--- config.mk ---
export PLATFORM = sky130hd
export DESIGN_NAME = iobus_bridge
export DESIGN_NICKNAME = d
export VERILOG_FILES = /design/src/rtl/iobus_bridge.sv
export SDC_FILE = /design/constraint.sdc
export NUM_CORES = 1
export LEC_CHECK = 0
export CORE_MARGIN = 5
export CORE_UTILIZATION = 48
export DETAILED_ROUTE_END_ITERATION = 10
export GPL_TIMING_DRIVEN = 0
export PLACE_DENSITY_LB_ADDON = 0.1
export SYNTH_ARGS = -nofsm -noshare
export SYNTH_HDL_FRONTEND = slang
export SYNTH_SLANG_ARGS = --single-unit
--- constraint.sdc ---
create_clock -name clk -period 4.4 [get_ports clk]
set_clock_uncertainty 0.15 [all_clocks]
set_input_delay 0.88 -clock clk [delete_from_list [all_inputs] [get_ports clk]]
set_output_delay 0.88 -clock clk [all_outputs]
set_load 0.02 [all_outputs]
--- src/rtl/iobus_bridge.sv ---
// CPU-to-I/O-port bridge: splits multi-byte IN/OUT accesses into device-sized
// bus cycles, with stall handling and a floating-bus timeout.
module iobus_bridge #(
  parameter int unsigned ADDR_W    = 16,
  parameter int unsigned MAX_BYTES = 4,
  parameter int unsigned LEN_W     = 3,
  parameter int unsigned READ_LAT  = 1,
  parameter int unsigned TIMEOUT   = 255
) (
  input  logic                   clk,
  input  logic                   reset,
  input  logic                   cpu_read_do,
  input  logic [ADDR_W-1:0]      cpu_read_address,
  input  logic [LEN_W-1:0]       cpu_read_length,
  output logic [8*MAX_BYTES-1:0] cpu_read_data,
  output logic                   cpu_read_done,
  input  logic                   cpu_write_do,
  input  logic [ADDR_W-1:0]      cpu_write_address,
  input  logic [LEN_W-1:0]       cpu_write_length,
  input  logic [8*MAX_BYTES-1:0] cpu_write_data,
  output logic                   cpu_write_done,
  output logic                   busy,
  output logic [ADDR_W-1:0]      bus_address,
  output logic                   bus_read,
  output logic                   bus_write,
  output logic [LEN_W-1:0]       bus_datasize,
  output logic [8*MAX_BYTES-1:0] bus_writedata,
  input  logic [1:0]             bus_width,
  input  logic                   bus_wait,
  input  logic [8*MAX_BYTES-1:0] bus_readdata,
  output logic                   bus_timeout
);

  localparam int unsigned DATA_W = 8 * MAX_BYTES;
  localparam int unsigned CNT_W  = 16;

  typedef enum logic [1:0] {S_IDLE, S_ISSUE, S_WAIT, S_CHECK} state_e;

  state_e              state_q, state_d;
  logic [ADDR_W-1:0]   addr_q, addr_d;
  logic [LEN_W-1:0]    rem_q, rem_d;
  logic [LEN_W-1:0]    off_q, off_d;
  logic [LEN_W-1:0]    k_q, k_d;
  logic [DATA_W-1:0]   wdata_q, wdata_d;
  logic [DATA_W-1:0]   rdata_q, rdata_d;
  logic [CNT_W-1:0]    cnt_q, cnt_d;
  logic                is_wr_q, is_wr_d;
  logic                rd_stb_q, rd_stb_d;
  logic                wr_stb_q, wr_stb_d;
  logic                rd_done_q, rd_done_d;
  logic                wr_done_q, wr_done_d;
  logic                tmo_q, tmo_d;
  logic                busy_q, busy_d;

  logic [LEN_W-1:0]    req_len;
  logic [LEN_W-1:0]    chunk;
  logic                leave_ok;
  logic                abandon;
  logic [31:0]         wbytes;
  logic [31:0]         kk;

  // Chunk size: bounded by bytes remaining, device width and data-port width
  always_comb begin
    case (bus_width)
      2'd0:    wbytes = 32'd1;
      2'd1:    wbytes = 32'd2;
      default: wbytes = 32'd4;
    endcase
    kk = 32'(rem_q);
    if (wbytes < kk) kk = wbytes;
    if (MAX_BYTES < kk) kk = MAX_BYTES;
    chunk = LEN_W'(kk);
  end

  always_comb begin
    state_d   = state_q;
    addr_d    = addr_q;
    rem_d     = rem_q;
    off_d     = off_q;
    k_d       = k_q;
    wdata_d   = wdata_q;
    rdata_d   = rdata_q;
    cnt_d     = cnt_q;
    is_wr_d   = is_wr_q;
    rd_stb_d  = 1'b0;
    wr_stb_d  = 1'b0;
    rd_done_d = 1'b0;
    wr_done_d = 1'b0;
    tmo_d     = 1'b0;
    req_len   = cpu_write_do ? cpu_write_length : cpu_read_length;
    leave_ok  = !bus_wait && (is_wr_q || (cnt_q >= CNT_W'(READ_LAT)));
    abandon   = !leave_ok && (cnt_q >= CNT_W'(TIMEOUT));

    case (state_q)
      S_IDLE: begin
        if (cpu_write_do || cpu_read_do) begin
          is_wr_d = cpu_write_do;
          addr_d  = cpu_write_do ? cpu_write_address : cpu_read_address;
          rem_d   = (req_len > LEN_W'(MAX_BYTES)) ? LEN_W'(MAX_BYTES) : req_len;
          wdata_d = cpu_write_do ? cpu_write_data : '0;
          off_d   = '0;
          if (req_len == '0) begin
            wr_done_d = cpu_write_do;
            rd_done_d = !cpu_write_do;
          end else begin
            state_d = S_ISSUE;
          end
        end
      end
      S_ISSUE: begin
        k_d      = chunk;
        cnt_d    = '0;
        rd_stb_d = !is_wr_q;
        wr_stb_d = is_wr_q;
        state_d  = S_WAIT;
      end
      S_WAIT: begin
        cnt_d = cnt_q + CNT_W'(1);
        if (leave_ok || abandon) begin
          // Bytes of an abandoned read float high
          if (!is_wr_q) begin
            for (int unsigned i = 0; i < MAX_BYTES; i++) begin
              if ((i >= 32'(off_q)) && (i < 32'(off_q) + 32'(k_q))) begin
                rdata_d[8*i +: 8] = abandon ? 8'hFF : bus_readdata[8*(i - 32'(off_q)) +: 8];
              end
            end
          end
          tmo_d   = abandon;
          addr_d  = addr_q + ADDR_W'(k_q);
          off_d   = off_q + k_q;
          rem_d   = rem_q - k_q;
          wdata_d = wdata_q >> {k_q, 3'b000};
          if (rem_q == k_q) begin
            wr_done_d = is_wr_q;
            rd_done_d = !is_wr_q;
          end
          state_d = S_CHECK;
        end
      end
      S_CHECK: begin
        state_d = (rem_q == '0) ? S_IDLE : S_ISSUE;
      end
      default: state_d = S_IDLE;
    endcase

    busy_d = (state_d != S_IDLE);
  end

  always_ff @(posedge clk) begin
    if (reset) begin
      state_q   <= S_IDLE;
      addr_q    <= '0;
      rem_q     <= '0;
      off_q     <= '0;
      k_q       <= '0;
      wdata_q   <= '0;
      rdata_q   <= '0;
      cnt_q     <= '0;
      is_wr_q   <= 1'b0;
      rd_stb_q  <= 1'b0;
      wr_stb_q  <= 1'b0;
      rd_done_q <= 1'b0;
      wr_done_q <= 1'b0;
      tmo_q     <= 1'b0;
      busy_q    <= 1'b0;
    end else begin
      state_q   <= state_d;
      addr_q    <= addr_d;
      rem_q     <= rem_d;
      off_q     <= off_d;
      k_q       <= k_d;
      wdata_q   <= wdata_d;
      rdata_q   <= rdata_d;
      cnt_q     <= cnt_d;
      is_wr_q   <= is_wr_d;
      rd_stb_q  <= rd_stb_d;
      wr_stb_q  <= wr_stb_d;
      rd_done_q <= rd_done_d;
      wr_done_q <= wr_done_d;
      tmo_q     <= tmo_d;
      busy_q    <= busy_d;
    end
  end

  assign cpu_read_data  = rdata_q;
  assign cpu_read_done  = rd_done_q;
  assign cpu_write_done = wr_done_q;
  assign busy           = busy_q;
  assign bus_address    = addr_q;
  assign bus_read       = rd_stb_q;
  assign bus_write      = wr_stb_q;
  assign bus_datasize   = rem_q;
  assign bus_writedata  = wdata_q;
  assign bus_timeout    = tmo_q;

endmodule

==> metrics.txt, run 1 <==
# TYPE chip_impl_metric gauge
chip_impl_info{name="status",value="completed"} 1
chip_impl_metric{name="dp.final_hpwl",unit="µm"} 17100
chip_impl_info{name="crit_path_end_kind",value="flip-flop"} 1
chip_impl_metric{name="tns_setup",unit="ns"} 0
chip_impl_metric{name="gr-usage-met3",unit="%"} 8.05
chip_impl_metric{name="min_period_over_period",unit="%"} 88.2
chip_impl_info{name="timing.hold.worst.class",value="reg -> reg"} 1
chip_impl_metric{name="chipHeight",unit="µm"} 128
chip_impl_metric{name="netlist.area_leader.share",unit="%"} 33.9
chip_impl_info{name="cts.root.buffer_cell",value="sky130_fd_sc_hd__clkbuf_16"} 1
chip_impl_metric{name="grt.overflow.total",unit=""} 0
chip_impl_metric{name="worstSkewPairLatency",unit="ns"} 0.41
chip_impl_metric{name="final_max_slew_viol_count",unit=""} 0
chip_impl_metric{name="hold_violations",unit=""} 0
chip_impl_metric{name="postSynthAreaPerCell",unit="µm²"} 9.03
chip_impl_metric{name="floorplan.initialDensity",unit="%"} 48.7
chip_impl_metric{name="combinationalPowerShare",unit="%"} 39.7
chip_impl_metric{name="total_of_fill_cells_in_the_finished_design",unit=""} 1083
chip_impl_metric{name="coreArea",unit="µm²"} 13800
chip_impl_metric{name="final_period_minus_worst_setup_slack",unit="ns"} 3.88
chip_impl_metric{name="area_growth_syn_to_layout",unit="%"} 41.6
chip_impl_metric{name="cts_setup_buffers",unit=""} 0
chip_impl_metric{name="grt_pass1_wl",unit="µm"} 35900
chip_impl_metric{name="p_sw",unit="mW"} 1.79
chip_impl_metric{name="antenna_left",unit=""} 0
chip_impl_metric{name="synth_nets",unit=""} 882
chip_impl_metric{name="internal_power",unit="mW"} 2.91
chip_impl_metric{name="io_pins",unit=""} 198
chip_impl_metric{name="grtUsageTotal",unit="%"} 27.4
chip_impl_metric{name="async_flop_share",unit="%"} 0
chip_impl_info{name="grt.busiest_layer",value="met2"} 1
chip_impl_metric{name="yosys.cell_types.count",unit=""} 66
chip_impl_metric{name="syn_area",unit="µm²"} 6730
chip_impl_metric{name="required",unit="ns"} 4.53
chip_impl_metric{name="cts_htree_levels",unit=""} 4
chip_impl_info{name="yosys-top-cells-area",value="sky130_fd_sc_hd__dfxtp_1, sky130_fd_sc_hd__mux4_2, sky130_fd_sc_hd__a21oi_1"} 1
chip_impl_metric{name="power.density",unit="nW/µm²"} 494
chip_impl_info{name="synth_area_leader_cell",value="sky130_fd_sc_hd__dfxtp_1"} 1
chip_impl_metric{name="place_inst",unit=""} 1121
chip_impl_metric{name="use_met1",unit="%"} 35.3
chip_impl_metric{name="timing.fmax",unit="GHz"} 0.258
chip_impl_info{name="path_class",value="reg -> reg"} 1
chip_impl_metric{name="drv.max_cap_violation_count",unit=""} 0
chip_impl_metric{name="synthCells",unit=""} 745
chip_impl_info{name="critical_path.startpoint_type",value="flip-flop"} 1
chip_impl_metric{name="placement.io_buffers",unit=""} 196
chip_impl_metric{name="detail_route.wirelength",unit="µm"} 22700
chip_impl_info{name="unrepaired_setup_endpoints_after_global_routing",value="false"} 1
chip_impl_info{name="dominantRegCellSynth",value="sky130_fd_sc_hd__dfxtp_1"} 1
chip_impl_metric{name="grt_max_degree",unit=""} 17
chip_impl_metric{name="synth.yosys.seq_area_share",unit="%"} 33.9
chip_impl_metric{name="route.vias.total",unit=""} 6870
chip_impl_metric{name="total_of_warnings_raised_by_yosys",unit=""} 0
chip_impl_metric{name="slew_headroom",unit="%"} 16.9
chip_impl_metric{name="report.final.setup_viol",unit=""} 0
chip_impl_metric{name="max-vdd-ir-drop",unit="V"} 0.000296
chip_impl_metric{name="synth-edff-count",unit=""} 0
chip_impl_metric{name="tightestPinTransition",unit="ns"} 1.24
chip_impl_metric{name="gpl.final_weighted_congestion",unit=""} 0.933
chip_impl_metric{name="synth_seq_cells",unit=""} 114
chip_impl_metric{name="cp_data_arrival_time",unit="ns"} 4.01
chip_impl_metric{name="power.share.clock",unit="%"} 30.3
chip_impl_metric{name="ctsLongestPathBuffers",unit=""} 2
chip_impl_metric{name="number_of_antenna_violations_at_the_first_check_in_global_routing",unit=""} 0
chip_impl_metric{name="clk_pin_slew_worst_paths",unit="ns"} 0.06
chip_impl_metric{name="clkSinkCount",unit=""} 114
chip_impl_metric{name="power_leakage",unit="nW"} 3.41
chip_impl_metric{name="fp.dieArea",unit="µm²"} 16500
chip_impl_metric{name="grt.met2_usage",unit="%"} 44.7
chip_impl_metric{name="detail_route.vias_per_cell",unit=""} 5.96
chip_impl_metric{name="finalNetCount",unit=""} 1097
chip_impl_metric{name="detailedRoute.firstPassIterationCount",unit=""} 5
chip_impl_info{name="clock_tree_from_tritoncts",value="done"} 1
chip_impl_metric{name="drt_drc",unit=""} 0
chip_impl_metric{name="fin_cells",unit=""} 1153
chip_impl_metric{name="crit_path_max_fanout",unit=""} 10
chip_impl_metric{name="dr.first_iter.drc_count",unit=""} 561
chip_impl_metric{name="final_core_util",unit="%"} 68.9
chip_impl_metric{name="number_of_global_route_vias_before_repair",unit=""} 6914
chip_impl_metric{name="floorplan.die.width",unit="µm"} 128
chip_impl_metric{name="drt-wirelength-per-cell",unit="µm"} 19.7
chip_impl_metric{name="row_count",unit=""} 43
chip_impl_metric{name="tritoncts.num_buffers",unit=""} 17
chip_impl_metric{name="switching_share",unit="%"} 38.1
chip_impl_metric{name="antennaDiodeCount",unit=""} 0
chip_impl_metric{name="drive_above_1_share",unit="%"} 9.15
chip_impl_metric{name="share_seq_of_total_power",unit="%"} 30.0
[logic make-up (layout without fill, tap and decap cells)]
group / Yosys count / count (layout) / share of synthesized area [%]
AOI/OAI and AO/OA: 221 / 221 / 23.2
and+or+nand+nor: 227 / 227 / 16.5
buffers and inverters: 75 / 303 / 4.68
muxes: 62 / 62 / 13.8
adders and majority gates: 28 / 28 / 5.54
xor gates and xnor gates: 18 / 18 / 2.34
DFF: 114 / 114 / 33.9
[through the flow]
step / power [mW] / instance area (µm²) / hold slack, ns / setup slack, ns
5_1_grt: 4.93 / 9530 / 0.326 / 0.201
2_1_floorplan: 2.49 / 6730 / 0.317 / 1.05
6_report: 4.70 / 9530 / 0.302 / 0.518
3_5_place_dp: 3.26 / 8920 / 0.292 / 0.310
4_1_cts: 4.70 / 9530 / 0.302 / 0.281
3_3_place_gp: 3.22 / 8920 / 0.294 / 0.424
[layout by cell type, fill, tap and decap left out, types with 4 or more instances in the layout]
cell type                           n
sky130_fd_sc_hd__clkbuf_1          29
sky130_fd_sc_hd__and2_1            15
sky130_fd_sc_hd__a22o_1            13
sky130_fd_sc_hd__dfxtp_1          114
sky130_fd_sc_hd__ha_1              25
sky130_fd_sc_hd__o21ai_0           19
sky130_fd_sc_hd__xnor2_1            8
sky130_fd_sc_hd__clkinv_4           4
sky130_fd_sc_hd__nor2b_1           17
sky130_fd_sc_hd__a221o_1            6
sky130_fd_sc_hd__nor2_1            66
sky130_fd_sc_hd__a311oi_1           5
sky130_fd_sc_hd__o211ai_1           5
sky130_fd_sc_hd__mux4_2            24
sky130_fd_sc_hd__nor3_1            36
sky130_fd_sc_hd__o32ai_1           13
sky130_fd_sc_hd__buf_2              9
sky130_fd_sc_hd__mux2_2             6
sky130_fd_sc_hd__inv_1             28
sky130_fd_sc_hd__clkdlybuf4s50_1  196
sky130_fd_sc_hd__a221oi_1           9
sky130_fd_sc_hd__clkinvlp_4         5
sky130_fd_sc_hd__a21oi_1           67
sky130_fd_sc_hd__xor2_1            10
sky130_fd_sc_hd__a22oi_1            9
sky130_fd_sc_hd__nor4_1             7
sky130_fd_sc_hd__buf_1              4
sky130_fd_sc_hd__a21o_1             4
sky130_fd_sc_hd__nand3_1           13
sky130_fd_sc_hd__nand4_1            5
sky130_fd_sc_hd__o31ai_1            9
sky130_fd_sc_hd__nand2_1           43
sky130_fd_sc_hd__a211oi_1          28
sky130_fd_sc_hd__and3_1             9
sky130_fd_sc_hd__mux2i_1           32
sky130_fd_sc_hd__clkbuf_16         17
[sequential cells by signal, summed over array words and instances, names as in the netlist]
signal,count
bus_address,16
bus_timeout,1
k_q,3
is_wr_q,1
bus_read,1
busy,1
cnt_q,16
cpu_read_data,32
off_q,3
bus_datasize,3
cpu_write_done,1
state_q,2
bus_write,1
bus_writedata,32
cpu_read_done,1
[final timing paths]
kind | from | end | slack, ns | cells after the start
setup reg to reg | off_q[1] | cpu_read_data[22] | 0.52 | 10
hold / removal | cpu_read_data[30] | cpu_read_data[30] | 0.30 | 2
setup / recovery | off_q[1] | cpu_read_data[22] | 0.52 | 10
hold reg to reg | cpu_read_data[30] | cpu_read_data[30] | 0.30 | 2
[cells in the mapped netlist (all sizes together), types with 3 or more instances]
master  instances
o21a            3
o31ai           9
dfxtp         114
nand4           5
nor3           36
o21ai          22
nor3b           3
and4            3
clkbuf         30
fa              3
inv            28
a221oi          9
o211ai          6
nor4            7
and2           15
and3            9
a221o           8
mux2i          32
o32ai          13
nand2          43
o31a            3
a311oi          5
mux4           24
a21o            4
xor2           10
a22o           13
a21oi          69
ha             25
nand3          13
or3             4
nor2b          17
xnor2           8
nor2           66
buf            17
a211oi         28
mux2            6
a22oi           9
[worst max-delay path: stages (launching register included)]
cell                       delay (ns)
sky130_fd_sc_hd__dfxtp_1         0.48
sky130_fd_sc_hd__clkbuf_1        0.47
sky130_fd_sc_hd__clkbuf_2        0.39
sky130_fd_sc_hd__inv_1           0.11
sky130_fd_sc_hd__ha_1            0.29
sky130_fd_sc_hd__clkbuf_1        0.41
sky130_fd_sc_hd__buf_2           0.41
sky130_fd_sc_hd__mux4_2          0.56
sky130_fd_sc_hd__nor2b_1         0.15
sky130_fd_sc_hd__o32ai_1         0.25
sky130_fd_sc_hd__nor2_1          0.08
[what timing repair did]
action,CTS,global route
hold buffers,0,0
gates resized for setup,0,2
setup endpoints to repair,0,1
[per-layer routing]
layer,up-vias,wire length [µm]
met5,-,0
met4,0,380
met3,36,1860
met2,310,10900
met1,3274,9570
li1,3250,-
[power by group through the flow]
| stage | Clock (mW) | Combinational, mW | Sequential (mW) |
|---|---|---|---|
| finish | 1.43 | 1.87 | 1.41 |
| global route | 1.49 | 2.00 | 1.43 |
| CTS | 1.44 | 1.85 | 1.40 |
| detailed placement | 0 | 1.84 | 1.42 |
| global placement | 0 | 1.80 | 1.42 |
| floorplan | 0 | 0.918 | 1.58 |
[layout make-up]
class	instances	area, µm²	share of cell area [%]
Timing Repair Buffer	196	1960	20.6
Clock buffer	17	425	4.46
Sequential cell	114	2280	23.9
Inverter	28	105	1.10
Tap cell	180	225	2.36
Multi-Input combinational cell	556	4130	43.4
Buffer	47	211	2.22
Clock inverter	15	185	1.94
Note: power is estimated with default switching activity, not from simulation.
==> run 2, diff against run 1 <==
--- a/config.mk
+++ b/config.mk
@@ -6,7 +6,7 @@
 export NUM_CORES = 1
 export LEC_CHECK = 0
 export CORE_MARGIN = 5
-export CORE_UTILIZATION = 48
+export CORE_UTILIZATION = 40
 export DETAILED_ROUTE_END_ITERATION = 10
 export GPL_TIMING_DRIVEN = 0
 export PLACE_DENSITY_LB_ADDON = 0.1
==> run 2 against run 1 <==
Maximum frequency rose by 0.73%. Utilization down 11 points. Setup slack better by 0.028 ns. Sequential share of layout area down 0.050 points. Non-clock buffer count unchanged. Critical path depth stayed put. Via count is 2.9% lower. Combinational power hardly changed. Sequential cell count is the same. Largest power group unchanged.
==> metrics.txt, run 2 (synthesis results as in run 1) <==
# TYPE chip_impl_metric gauge
chip_impl_metric{name="floorplan.initialDensity",unit="%"} 40.7
chip_impl_metric{name="number_of_global_route_vias_before_repair",unit=""} 6549
chip_impl_metric{name="max-vdd-ir-drop",unit="V"} 0.000278
chip_impl_metric{name="drt-wirelength-per-cell",unit="µm"} 18.9
chip_impl_metric{name="drv.max_cap_violation_count",unit=""} 0
chip_impl_metric{name="cp_data_arrival_time",unit="ns"} 3.99
chip_impl_info{name="critical_path.startpoint_type",value="flip-flop"} 1
chip_impl_metric{name="antenna_left",unit=""} 0
chip_impl_metric{name="worstSkewPairLatency",unit="ns"} 0.41
chip_impl_metric{name="grt_pass1_wl",unit="µm"} 35500
chip_impl_metric{name="power.density",unit="nW/µm²"} 483
chip_impl_metric{name="clkSinkCount",unit=""} 114
chip_impl_metric{name="detailedRoute.firstPassIterationCount",unit=""} 5
chip_impl_metric{name="detail_route.wirelength",unit="µm"} 22500
chip_impl_metric{name="detail_route.vias_per_cell",unit=""} 5.60
chip_impl_metric{name="cts_setup_buffers",unit=""} 0
chip_impl_info{name="critical_path.reg2reg.startpoint",value="off_q[1]"} 1
chip_impl_metric{name="hold_violations",unit=""} 0
chip_impl_info{name="critPathLaunch",value="off_q[1]"} 1
chip_impl_metric{name="io_pins",unit=""} 198
chip_impl_metric{name="tightestPinTransition",unit="ns"} 1.15
chip_impl_metric{name="row_count",unit=""} 47
chip_impl_metric{name="slew_headroom",unit="%"} 22.4
chip_impl_metric{name="post_cts.resized_instances",unit=""} 0
chip_impl_info{name="layout.cells.most_common_list",value="sky130_fd_sc_hd__clkdlybuf4s50_1, sky130_fd_sc_hd__dfxtp_1, sky130_fd_sc_hd__a21oi_1"} 1
chip_impl_info{name="clock_tree_from_tritoncts",value="done"} 1
chip_impl_metric{name="final_core_util",unit="%"} 57.8
chip_impl_metric{name="place_inst",unit=""} 1161
chip_impl_metric{name="timing.fmax",unit="GHz"} 0.259
chip_impl_metric{name="grt_max_degree",unit=""} 17
chip_impl_metric{name="dp.final_hpwl",unit="µm"} 17300
chip_impl_metric{name="finalHoldWorstSlack",unit="ns"} 0.295
chip_impl_metric{name="ctsLongestPathBuffers",unit=""} 2
chip_impl_info{name="unrepaired_setup_endpoints_after_global_routing",value="false"} 1
chip_impl_metric{name="dr.first_iter.drc_count",unit=""} 328
chip_impl_metric{name="coreArea",unit="µm²"} 16500
chip_impl_metric{name="gpl.final_weighted_congestion",unit=""} 0.882
chip_impl_metric{name="final_period_minus_worst_setup_slack",unit="ns"} 3.85
chip_impl_metric{name="placement.io_buffers",unit=""} 196
chip_impl_metric{name="hold_buffers",unit=""} 0
chip_impl_metric{name="fp.dieArea",unit="µm²"} 19500
chip_impl_metric{name="report.final.setup_viol",unit=""} 0
chip_impl_info{name="crit_path_end_kind",value="flip-flop"} 1
chip_impl_info{name="mostFrequentLayoutCell",value="sky130_fd_sc_hd__clkdlybuf4s50_1"} 1
chip_impl_metric{name="power_leakage",unit="nW"} 3.40
chip_impl_metric{name="cts_htree_levels",unit=""} 4
chip_impl_info{name="timing.hold.worst.class",value="reg -> reg"} 1
chip_impl_metric{name="tns_setup",unit="ns"} 0
chip_impl_metric{name="final_max_slew_viol_count",unit=""} 0
chip_impl_info{name="cts.root.buffer_cell",value="sky130_fd_sc_hd__clkbuf_16"} 1
chip_impl_metric{name="drive_above_1_share",unit="%"} 8.85
chip_impl_metric{name="min_period_over_period",unit="%"} 87.6
chip_impl_metric{name="chipHeight",unit="µm"} 140
chip_impl_info{name="status",value="completed"} 1
chip_impl_metric{name="grtUsageTotal",unit="%"} 22.5
chip_impl_metric{name="antennaDiodeCount",unit=""} 0
chip_impl_metric{name="fin_cells",unit=""} 1192
chip_impl_metric{name="clk_pin_slew_worst_paths",unit="ns"} 0.05
chip_impl_info{name="holdCritStartpoint",value="cpu_read_data[30]"} 1
chip_impl_metric{name="drt_drc",unit=""} 0
chip_impl_metric{name="total_of_fill_cells_in_the_finished_design",unit=""} 1505
chip_impl_metric{name="floorplan.die.width",unit="µm"} 140
chip_impl_metric{name="route.vias.total",unit=""} 6674
chip_impl_metric{name="area_growth_syn_to_layout",unit="%"} 41.9
chip_impl_metric{name="grt.overflow.total",unit=""} 0
chip_impl_metric{name="number_of_antenna_violations_at_the_first_check_in_global_routing",unit=""} 0
chip_impl_metric{name="finalNetCount",unit=""} 1097
chip_impl_metric{name="required",unit="ns"} 4.53
chip_impl_metric{name="tritoncts.num_buffers",unit=""} 17
chip_impl_metric{name="crit_path_max_fanout",unit=""} 10
chip_impl_info{name="path_class",value="reg -> reg"} 1
run 2: changes by cell type in the layout (fill, tap and decap cells not counted):
| cell | change |
|---|---|
| sky130_fd_sc_hd__clkbuf_8 | +3 |
| sky130_fd_sc_hd__clkinv_4 | -3 |
| sky130_fd_sc_hd__clkbuf_1 | +2 |
| sky130_fd_sc_hd__clkinv_2 | +2 |
| sky130_fd_sc_hd__clkinvlp_4 | -2 |
| sky130_fd_sc_hd__inv_6 | -2 |
| sky130_fd_sc_hd__bufinv_16 | -1 |
run 2: worst max-delay path: stages (launching register included):
cell	delay (ns)
sky130_fd_sc_hd__dfxtp_1	0.46
sky130_fd_sc_hd__clkbuf_1	0.47
sky130_fd_sc_hd__clkbuf_2	0.39
sky130_fd_sc_hd__inv_1	0.11
sky130_fd_sc_hd__ha_1	0.28
sky130_fd_sc_hd__clkbuf_1	0.46
sky130_fd_sc_hd__buf_2	0.41
sky130_fd_sc_hd__mux4_2	0.55
sky130_fd_sc_hd__nor2b_1	0.15
sky130_fd_sc_hd__o32ai_1	0.24
sky130_fd_sc_hd__nor2_1	0.06
run 2: cell type report:
| cell class | count | area (µm²) | area share [%] |
|---|---|---|---|
| multi-input combinational | 556 | 4130 | 43.3 |
| sequential | 114 | 2280 | 23.9 |
| timing repair buffer | 196 | 1960 | 20.5 |
| clock buffer | 22 | 474 | 4.97 |
| tap | 220 | 275 | 2.88 |
| buffer | 47 | 211 | 2.21 |
| clock inverter | 9 | 106 | 1.11 |
| inverter | 28 | 105 | 1.10 |
run 2: where the power goes:
| group | internal (mW) | switching, mW |
|---|---|---|
| registers | 1.22 | 0.187 |
| logic | 0.798 | 1.06 |
| clock network | 0.872 | 0.483 |
| total | 2.89 | 1.73 |
run 2: final timing paths:
| check | slack (ns) | endpoint | depth (start not counted) |
|---|---|---|---|
| worst max register to register | 0.55 | cpu_read_data[22] | 10 |
| worst min-delay path | 0.29 | cpu_read_data[30] | 2 |
| worst min register to register | 0.29 | cpu_read_data[30] | 2 |
| worst max-delay path | 0.55 | cpu_read_data[22] | 10 |
run 2: per-stage QoR:
step	power (mW)	setup slack [ns]	instance area, µm²
after global routing	4.86	0.226	9550
after CTS	4.63	0.310	9550
final	4.62	0.546	9550
after global placement	3.26	0.362	8970
after detailed placement	3.27	0.319	8970
after floorplan	2.49	1.05	6730
run 2: routing by layer:
metal	global-route usage, %	wire length (µm)	vias up
li1	-	-	3257
met1	30.3	9920	3132
met2	35.6	10400	253
met3	5.90	1740	32
met4	6.94	447	0
met5	0	0	-
